## config.mk

```make
export PLATFORM = sky130hd
export DESIGN_NAME = jtag_tap_ctrl
export DESIGN_NICKNAME = d
export VERILOG_FILES = /design/src/rtl/jtag_pkg.sv /design/src/rtl/jtag_tap_fsm.sv /design/src/rtl/jtag_tap_ctrl.sv
export SDC_FILE = /design/constraint.sdc
export NUM_CORES = 1
export LEC_CHECK = 0
export BUFFER_PORTS_ARGS = -buffer_cell sky130_fd_sc_hd__buf_2
export CAP_MARGIN = 20
export CORE_UTILIZATION = 45
export DETAILED_ROUTE_END_ITERATION = 8
export PLACE_DENSITY = 0.7
export RECOVER_POWER = 25
export SKIP_CTS_REPAIR_TIMING = 1
export SLEW_MARGIN = 20
export SYNTH_ARGS = -nofsm -noshare
export SYNTH_HDL_FRONTEND = slang
export SYNTH_SLANG_ARGS = --single-unit
```

## constraint.sdc

```tcl
create_clock -name ICLK -period 1.8 [get_ports ICLK]
set_input_delay 0.54 -clock ICLK [delete_from_list [all_inputs] [get_ports ICLK]]
set_output_delay 0.54 -clock ICLK [all_outputs]
set_load 0.02 [all_outputs]
```

## src/rtl/jtag_pkg.sv

```systemverilog
// Shared TAP definitions: standard 4-bit state encodings, opcode values,
// DR-select enum and the TMS next-state function.
package jtag_pkg;

    typedef enum logic [3:0] {
        EX2_DR = 4'h0, EX1_DR = 4'h1, SHF_DR = 4'h2, PAU_DR = 4'h3,
        SEL_IR = 4'h4, UPD_DR = 4'h5, CAP_DR = 4'h6, SEL_DR = 4'h7,
        EX2_IR = 4'h8, EX1_IR = 4'h9, SHF_IR = 4'hA, PAU_IR = 4'hB,
        RTI    = 4'hC, UPD_IR = 4'hD, CAP_IR = 4'hE, TLR    = 4'hF
    } tap_state_e;

    typedef enum logic [1:0] {
        DR_BSR,
        DR_BYPASS,
        DR_IDCODE
    } dr_sel_e;

    // Opcode values; the top sizes them to its IR_WIDTH (BYPASS is all ones).
    localparam int OPC_EXTEST = 0;
    localparam int OPC_SAMPLE = 1;
    localparam int OPC_IDCODE = 2;

    function automatic tap_state_e tap_next(input tap_state_e s, input logic tms);
        tap_state_e n;
        n = TLR;
        case (s)
            TLR:     n = tms ? TLR    : RTI;
            RTI:     n = tms ? SEL_DR : RTI;
            SEL_DR:  n = tms ? SEL_IR : CAP_DR;
            CAP_DR:  n = tms ? EX1_DR : SHF_DR;
            SHF_DR:  n = tms ? EX1_DR : SHF_DR;
            EX1_DR:  n = tms ? UPD_DR : PAU_DR;
            PAU_DR:  n = tms ? EX2_DR : PAU_DR;
            EX2_DR:  n = tms ? UPD_DR : SHF_DR;
            UPD_DR:  n = tms ? SEL_DR : RTI;
            SEL_IR:  n = tms ? TLR    : CAP_IR;
            CAP_IR:  n = tms ? EX1_IR : SHF_IR;
            SHF_IR:  n = tms ? EX1_IR : SHF_IR;
            EX1_IR:  n = tms ? UPD_IR : PAU_IR;
            PAU_IR:  n = tms ? EX2_IR : PAU_IR;
            EX2_IR:  n = tms ? UPD_IR : SHF_IR;
            UPD_IR:  n = tms ? SEL_DR : RTI;
            default: n = TLR;
        endcase
        return n;
    endfunction

endpackage

```

## src/rtl/jtag_tap_fsm.sv

```systemverilog
// TAP state register: one TMS-driven transition per tck_en strobe.
module jtag_tap_fsm
    import jtag_pkg::*;
(
    input  logic       ICLK,
    input  logic       IRSTn,
    input  logic       tck_en,
    input  logic       TMS,
    output tap_state_e state
);

    always_ff @(posedge ICLK or negedge IRSTn) begin
        if (!IRSTn) begin
            state <= TLR;
        end else if (tck_en) begin
            state <= tap_next(state, TMS);
        end
    end

endmodule

```

## src/rtl/jtag_tap_ctrl.sv

```systemverilog
// Boundary-scan TAP controller: IR/BYPASS/IDCODE registers, TDO mux and scan-cell strobes.
// Define JTAG_IDCODE_EN to include the IDCODE register and make it the reset instruction.
module jtag_tap_ctrl
    import jtag_pkg::*;
#(
    parameter int          IR_WIDTH = 4,
    parameter logic [31:0] IDCODE   = 32'h1234_5677
) (
    input  logic       ICLK,
    input  logic       IRSTn,
    input  logic       tck_en,
    input  logic       TMS,
    input  logic       TDI,
    output logic       TDO,
    output logic       tdo_oe,
    output logic       bsr_si,
    input  logic       bsr_so,
    output logic       mode,
    output logic       shift_dr,
    output logic       clk_dr,
    output logic       update_dr,
    output logic [3:0] tap_state
);

    localparam logic [IR_WIDTH-1:0] OP_EXTEST = IR_WIDTH'(OPC_EXTEST);
    localparam logic [IR_WIDTH-1:0] OP_SAMPLE = IR_WIDTH'(OPC_SAMPLE);
    localparam logic [IR_WIDTH-1:0] OP_IDCODE = IR_WIDTH'(OPC_IDCODE);
    localparam logic [IR_WIDTH-1:0] OP_BYPASS = '1;
`ifdef JTAG_IDCODE_EN
    localparam logic [IR_WIDTH-1:0] IR_RESET  = OP_IDCODE;
`else
    localparam logic [IR_WIDTH-1:0] IR_RESET  = OP_BYPASS;
`endif

    tap_state_e          state;
    tap_state_e          state_nxt;
    dr_sel_e             dr_sel;
    logic [IR_WIDTH-1:0] ir;
    logic [IR_WIDTH-1:0] ir_sh;
    logic                bypass_q;
    logic                idcode_lsb;
    logic                dr_lsb;
    logic                bsr_sel;

    jtag_tap_fsm u_fsm (
        .ICLK   (ICLK),
        .IRSTn  (IRSTn),
        .tck_en (tck_en),
        .TMS    (TMS),
        .state  (state)
    );

    assign state_nxt = tap_next(state, TMS);
    assign tap_state = state;

    always_comb begin
        dr_sel = DR_BYPASS;
        if (ir == OP_EXTEST || ir == OP_SAMPLE) begin
            dr_sel = DR_BSR;
        end
`ifdef JTAG_IDCODE_EN
        else if (ir == OP_IDCODE) begin
            dr_sel = DR_IDCODE;
        end
`endif
    end

    assign bsr_sel = (dr_sel == DR_BSR);

    // Scan-cell controls are combinational so the cells act on the same ICLK edge as the TAP.
    assign bsr_si    = TDI;
    assign shift_dr  = bsr_sel && (state == SHF_DR);
    assign clk_dr    = tck_en && bsr_sel && (state == CAP_DR || state == SHF_DR);
    assign update_dr = tck_en && bsr_sel && (state == UPD_DR);

`ifdef JTAG_IDCODE_EN
    logic [31:0] idcode_sh;

    always_ff @(posedge ICLK or negedge IRSTn) begin
        if (!IRSTn) begin
            idcode_sh <= '0;
        end else if (tck_en) begin
            if (state == CAP_DR) begin
                idcode_sh <= IDCODE;
            end else if (state == SHF_DR) begin
                idcode_sh <= {TDI, idcode_sh[31:1]};
            end
        end
    end

    assign idcode_lsb = idcode_sh[0];
`else
    // DR_IDCODE is never decoded in this build, so this arm of the mux is unreachable.
    assign idcode_lsb = IDCODE[0];
`endif

    always_comb begin
        dr_lsb = bypass_q;
        case (dr_sel)
            DR_BSR:    dr_lsb = bsr_so;
            DR_IDCODE: dr_lsb = idcode_lsb;
            default:   dr_lsb = bypass_q;
        endcase
    end

    always_ff @(posedge ICLK or negedge IRSTn) begin
        if (!IRSTn) begin
            ir       <= IR_RESET;
            ir_sh    <= '0;
            bypass_q <= 1'b0;
            mode     <= 1'b0;
            TDO      <= 1'b0;
            tdo_oe   <= 1'b0;
        end else if (tck_en) begin
            case (state)
                CAP_DR:  bypass_q <= 1'b0;
                SHF_DR:  bypass_q <= TDI;
                CAP_IR:  ir_sh    <= IR_WIDTH'(2'b01);
                SHF_IR:  ir_sh    <= {TDI, ir_sh[IR_WIDTH-1:1]};
                default: ;
            endcase

            // Entering TLR wins; UPD_IR can never move directly to TLR anyway.
            if (state_nxt == TLR) begin
                ir   <= IR_RESET;
                mode <= 1'b0;
            end else if (state == UPD_IR) begin
                ir   <= ir_sh;
                mode <= (ir_sh == OP_EXTEST);
            end

            if (state == SHF_IR) begin
                TDO <= ir_sh[0];
            end else if (state == SHF_DR) begin
                TDO <= dr_lsb;
            end
            tdo_oe <= (state_nxt == SHF_DR || state_nxt == SHF_IR);
        end
    end

endmodule

```

==> out/qor.yml, run 1 <==
run_status: "finished with violations"
violations: "setup timing"
cpPeakStageDelay_ps: 600
worstReg2RegEnd: "mode$_DFFE_PN0P_"
clock_sinks: 15
dr.first_iter.drc_count: 14
path_class: "reg -> out"
yosys-mux-area-fraction_pct: 3.76
floorplan.die_area_mm2: 0.00203
final-hold-violation-count: 0
detail_route.wirelength_mm: 1.84
clkSlewWorstSetupHoldPaths_ps: 100
synthesis.area_um2: 832
ctsRootBufferMaster: "sky130_fd_sc_hd__clkbuf_4"
reg2reg_setup_slack_ps: 130
max-vdd-ir-drop_mv: 1.13
drv.max_cap_violation_count: 0
detail-route-antenna-nets: 0
placed_area_mm2: 0.00100
synth.top_cells.by_area: "sky130_fd_sc_hd__dfrtp_1 24%, sky130_fd_sc_hd__dfstp_2 22%, sky130_fd_sc_hd__nor2_1 5.9%"
placement_rows: 15
finClkSkew_ps: 1.92
final_critical_path_setup_slack_ps: -133
worst_hold_slack_ps: 314
synth-xor-area-share_pct: 0
tritoncts: "done"
synth_top_area_share_pct: 24.1
grt_setup_unrepaired: "yes"
design_power_total_mw: 1.95
cp_slowest_cell: "sky130_fd_sc_hd__dfstp_2"
groute.usage.overall_pct: 19.5
chipHeight_um: 45
endpoint_kind: "primary output"
synthesis.nets: 98
required_ps: 1260
power.density_mw_per_mm2: 1700
wl_cell_um: 12.6
clkLatencyLatePin_ps: 280
worst-r2r-cell-count: 5
final-instance-count-excl-fill: 146
dp_hpwl_mm: 1.31
clock_path_buffers: 2
finish.utilization_pct: 66.4
finalSetupViolCount: 3
htree_num_levels: 1
grt_max_degree: 16
initial_core_util_pct: 48.2
achievable-frequency_ghz: 0.517
synthAdderAreaFrac_pct: 0
syn_inst: 92
timing.critical_path.max_delay_family: "flip-flops"
grt_antenna_before_repair: 0
vias: 763
crit_path_start_kind: "flip-flop"
layout_worst_path_cycle_share_pct: 107
worst_r2r_startpoint: "u_fsm.state[0]$_DFFE_PN1P_"
combinational_family_with_the_most_area_after_synthesis: "simple AND/OR/NAND/NOR gates"
crit_chain: "inv_2 -> nor4_4 -> buf_4"
remaining_drc_errors: 0
setup.worst_path.start: "u_fsm.state[1]$_DFFE_PN1P_"
stdcell_area_mm2: 0.00115
vias_per_cell: 5.23
floorplan.core_area_mm2: 0.00173
cp_bufs_invs: 2
antenna-diode-count: 0
worstHoldPathType: "in -> async"
numPortBuffers: 16
grt_pass1_wl_mm: 2.87
crit_arrival_ps: 1390
ys_seq_elements: 15
drt_pass1_iterations: 4
post_synth_num_cell_types: 33
p_leak_nw: 0.508
max-slew-margin-rel_pct: 45.8
cts_buffers: 3
yosysSeqAreaShare_pct: 46.2
postSynthAreaPerCell_um2: 9.04
count_of_yosys_warnings_during_synthesis: 0
fp.dieW_um: 45
cp_max_fo: 6
synth_top_area_cell: "sky130_fd_sc_hd__dfrtp_1"
synthesized_area_fraction_occupied_by_and_or_nand_nor_cells_pct: 22.7
worst_slew_pin_slew_ps: 813
grt_overflow_total: 0
syn_to_final_growth_pct: 37.9
io-pin-count: 17
period_needed_ps: 1930
finish.net_count: 128
total_count_of_max_transition_violations_in_the_final_report: 0
gpl.final_weighted_congestion: 0.779
place.detailed.instances: 136
synth_compound_gate_area_share_pct: 20.6
drive_gt1_share_pct: 44.6
grt_pass1_vias: 650
-- layout by cell type (no fill, tap or decap), types with 2 or more instances in the layout --
cell | netlist | layout
sky130_fd_sc_hd__a21oi_1 | 8 | 8
sky130_fd_sc_hd__buf_2 | 2 | 10
sky130_fd_sc_hd__buf_4 | 1 | 16
sky130_fd_sc_hd__buf_6 | 1 | 5
sky130_fd_sc_hd__clkbuf_4 | 1 | 3
sky130_fd_sc_hd__dfrtp_1 | 8 | 8
sky130_fd_sc_hd__dfstp_2 | 7 | 7
sky130_fd_sc_hd__inv_2 | 0 | 2
sky130_fd_sc_hd__mux2i_1 | 2 | 2
sky130_fd_sc_hd__nand2_1 | 8 | 7
sky130_fd_sc_hd__nand2b_1 | 4 | 3
sky130_fd_sc_hd__nand3_1 | 3 | 2
sky130_fd_sc_hd__nand3b_1 | 2 | 2
sky130_fd_sc_hd__nor2_1 | 13 | 12
sky130_fd_sc_hd__nor4_4 | 0 | 2
sky130_fd_sc_hd__o21ai_0 | 8 | 8
sky130_fd_sc_hd__o31ai_1 | 2 | 2
-- report_power, final --
part | switching [mW] | internal [mW]
sequential | 0.157 | 0.541
combinational | 0.548 | 0.504
clock | 0.115 | 0.0825
total | 0.820 | 1.13
-- layer usage --
layer  vias to the layer above  GRT usage (%)  share of wire (%)  routed length, um
li1                        384              -                  -                  -
met1                       359           28.8                 48                880
met2                        18           28.4                 48                885
met3                         2           2.40                3.7                 68
met4                         0           9.09               0.22                  4
met5                         -              0                  0                  0
-- flip-flops by register name (all words and copies together) (netlist names) --
register	flops
TDO	1
bypass_q	1
ir	3
ir_sh	4
mode	1
tdo_oe	1
u_fsm.state	4
-- cells in the mapped netlist (all sizes together) --
| cell type | instances |
|---|---|
| nor2b | 1 |
| a31oi | 1 |
| o21ai | 9 |
| a221o | 1 |
| nand2b | 4 |
| o21a | 1 |
| nand3 | 3 |
| a21oi | 8 |
| clkbuf | 3 |
| nor2 | 13 |
| inv | 3 |
| buf | 4 |
| nand2 | 8 |
| a2111oi | 1 |
| or3 | 1 |
| nor4 | 2 |
| mux2 | 1 |
| mux2i | 2 |
| nand3b | 2 |
| a211oi | 1 |
| dfstp | 7 |
| a31o | 1 |
| o31ai | 2 |
| or4b | 1 |
| nor3 | 2 |
| a21o | 1 |
| nand4 | 1 |
| dfrtp | 8 |
-- layout make-up --
class,count,area (um2)
clock buffers,3,22.5
clock inverters,1,5.00
fillers,147,579
inverters,3,11.3
multi-input cells,67,463
flip-flops and latches,15,384
well taps,25,31.3
repair buffers,32,230
-- worst max path at each step --
stage,cells past startpoint,end
finish,3,shift_dr
detailed placement,4,update_dr
global route,3,shift_dr
CTS,4,update_dr
floorplan,3,update_dr
global placement,4,update_dr
-- through the flow --
step,setup TNS (ps),setup WS [ps]
global route,-479,-176
finish,-308,-133
CTS,-710,-288
global placement,0,49.1
floorplan,-44.9,-44.9
detailed placement,0,40.2
-- cell families (layout without fill, tap and decap cells) --
| kind of cell | after synthesis | in the layout |
|---|---|---|
| and+or+nand+nor | 38 | 38 |
| AOI/OAI and AO/OA | 26 | 26 |
| DFF | 15 | 15 |
| buffers and inverters | 10 | 39 |
| muxes | 3 | 3 |
Note: power is estimated with default switching activity, not from simulation.
==> run 2, diff against run 1 <==
==> constraint.sdc (replaced) <==
create_clock -name ICLK -period 1.8 [get_ports ICLK]
set_input_delay 0.36 -clock ICLK [delete_from_list [all_inputs] [get_ports ICLK]]
set_output_delay 0.36 -clock ICLK [all_outputs]
set_load 0.01 [all_outputs]
==> run 2 against run 1 <==
The run now ends clean. Core utilization is 4.3 points lower. Critical path type unchanged. Critical endpoint unchanged. Highest routed layer unchanged. Fmax grew 9.0%. Via count down 1.0%. Non-clock buffer count decreased by 2. Total power down 8.6%.
==> out/qor.yml, run 2 (synthesized netlist as in run 1, its figures left out) <==
groute.usage.overall_pct: 19.6
dp_worst_setup_slack_ps: 189
final_critical_path_setup_slack_ps: 25.6
clock_path_buffers: 2
wl_cell_um: 13.1
worstHoldPathType: "in -> reg"
syn_to_final_growth_pct: 28.9
finClkSkew_ps: 3.30
crit_chain: "inv_2 -> nor4_2 -> buf_2"
cp_max_fo: 8
antenna-diode-count: 0
grt_antenna_before_repair: 0
htree_num_levels: 1
path_class: "reg -> out"
vias_per_cell: 5.24
hold_path_startpoint: "TDI"
crit_arrival_ps: 1410
vias: 755
drive_gt1_share_pct: 40.3
mostFrequentLayoutCells: "15 x sky130_fd_sc_hd__buf_2, 13 x sky130_fd_sc_hd__nor2_1, 12 x sky130_fd_sc_hd__buf_4"
grt_max_degree: 16
dr.first_iter.drc_count: 9
period_needed_ps: 1770
p_leak_nw: 0.485
numPortBuffers: 16
io-pin-count: 17
clock_sinks: 15
detail_route.wirelength_mm: 1.89
drt_pass1_iterations: 4
run_status: "finished clean"
most_common_library_cell_in_the_layout_ignoring_fill_and_taps: "sky130_fd_sc_hd__buf_2"
crit_path_start_kind: "flip-flop"
endpoint_kind: "primary output"
max-vdd-ir-drop_mv: 1.12
final-instance-count-excl-fill: 144
floorplan.die_area_mm2: 0.00203
grt_setup_unrepaired: "yes"
final-hold-violation-count: 0
fp.dieW_um: 45
chipHeight_um: 45
reg2reg_setup_slack_ps: 70
gpl.final_weighted_congestion: 0.790
grt_overflow_total: 0
initial_core_util_pct: 48.2
detail-route-antenna-nets: 0
power.density_mw_per_mm2: 1660
worst-r2r-cell-count: 5
cpPeakStageDelay_ps: 610
dp_hpwl_mm: 1.22
n_fill_cell: 146
grt_pass1_wl_mm: 2.78
worst_r2r_startpoint: "u_fsm.state[1]$_DFFE_PN1P_"
worst_slew_pin_slew_ps: 822
max-slew-margin-rel_pct: 45.2
floorplan.core_area_mm2: 0.00173
drv.max_cap_violation_count: 0
place.detailed.instances: 128
remaining_drc_errors: 0
worstReg2RegEnd: "mode$_DFFE_PN0P_"
grt_pass1_vias: 610
timing.hold.worst_endpoint: "bypass_q$_DFFE_PN0P_"
layout_top_registers: "ir_sh: 4 flops, u_fsm.state: 4 flops, ir: 3 flops"
tritoncts: "done"
hold_depth: 3
finish.net_count: 126
layout_worst_path_cycle_share_pct: 98.6
cp_slowest_cell: "sky130_fd_sc_hd__dfstp_2"
total_count_of_max_transition_violations_in_the_final_report: 0
setup.worst_path.start: "u_fsm.state[1]$_DFFE_PN1P_"
finalSetupTns_ps: 0
required_ps: 1440
clkLatencyLatePin_ps: 290
clkSlewWorstSetupHoldPaths_ps: 90
ctsRootBufferMaster: "sky130_fd_sc_hd__clkbuf_4"
placement_rows: 15
achievable-frequency_ghz: 0.564
cts_buffers: 3
finalSetupViolCount: 0
==> run 2: worst max-delay path by stage <==
| stage | to | slack, ps | depth (start not counted) |
|---|---|---|---|
| after global placement | mode$_DFFE_PN0P_ | 210 | 4 |
| final | shift_dr | 30 | 3 |
| after floorplan | update_dr | 180 | 3 |
| after CTS | update_dr | -90 | 3 |
| after global routing | shift_dr | -30 | 3 |
| after detailed placement | mode$_DFFE_PN0P_ | 190 | 4 |
==> run 2: per-stage QoR <==
step	hold slack (ps)	area, um2	util, %	power (mW)
global route	394	1070	62.1	1.91
CTS	-38.4	941	54.5	1.55
global placement	278	913	52.9	1.32
finish	357	1070	62.1	1.78
floorplan	64.4	832	-	1.18
detailed placement	286	913	52.9	1.34
==> run 2: area by class of cell <==
| class | count | area [um2] | area share [%] |
|---|---|---|---|
| Tap cell | 25 | 31.3 | 2.92 |
| Sequential cell | 15 | 384 | 35.8 |
| Clock inverter | 1 | 5.00 | 0.467 |
| Inverter | 3 | 11.3 | 1.05 |
| Multi-Input combinational cell | 67 | 428 | 39.9 |
| Clock buffer | 3 | 22.5 | 2.10 |
| Timing Repair Buffer | 30 | 190 | 17.7 |
==> run 2: power breakdown <==
part	switching [mW]	total (mW)	internal, mW
registers	0.150	0.690	0.540
logic	0.451	0.893	0.443
clock network	0.115	0.197	0.0828
total	0.715	1.78	1.07
==> run 2: critical path, delay by kind of cell (launching register included) <==
family / cells / cell delay (ps)
buf+inv: 2 / 250
flops: 1 / 610
simple gates: 1 / 250
==> run 2: layer usage <==
metal,vias up,track usage (%),part of all wire (%),wire (um)
li1,379,-,-,-
met3,4,3.60,3.4,64
met4,0,12.7,3.0,57
met1,356,27.1,49,932
met2,16,28.1,44,835
met5,-,0,0,0
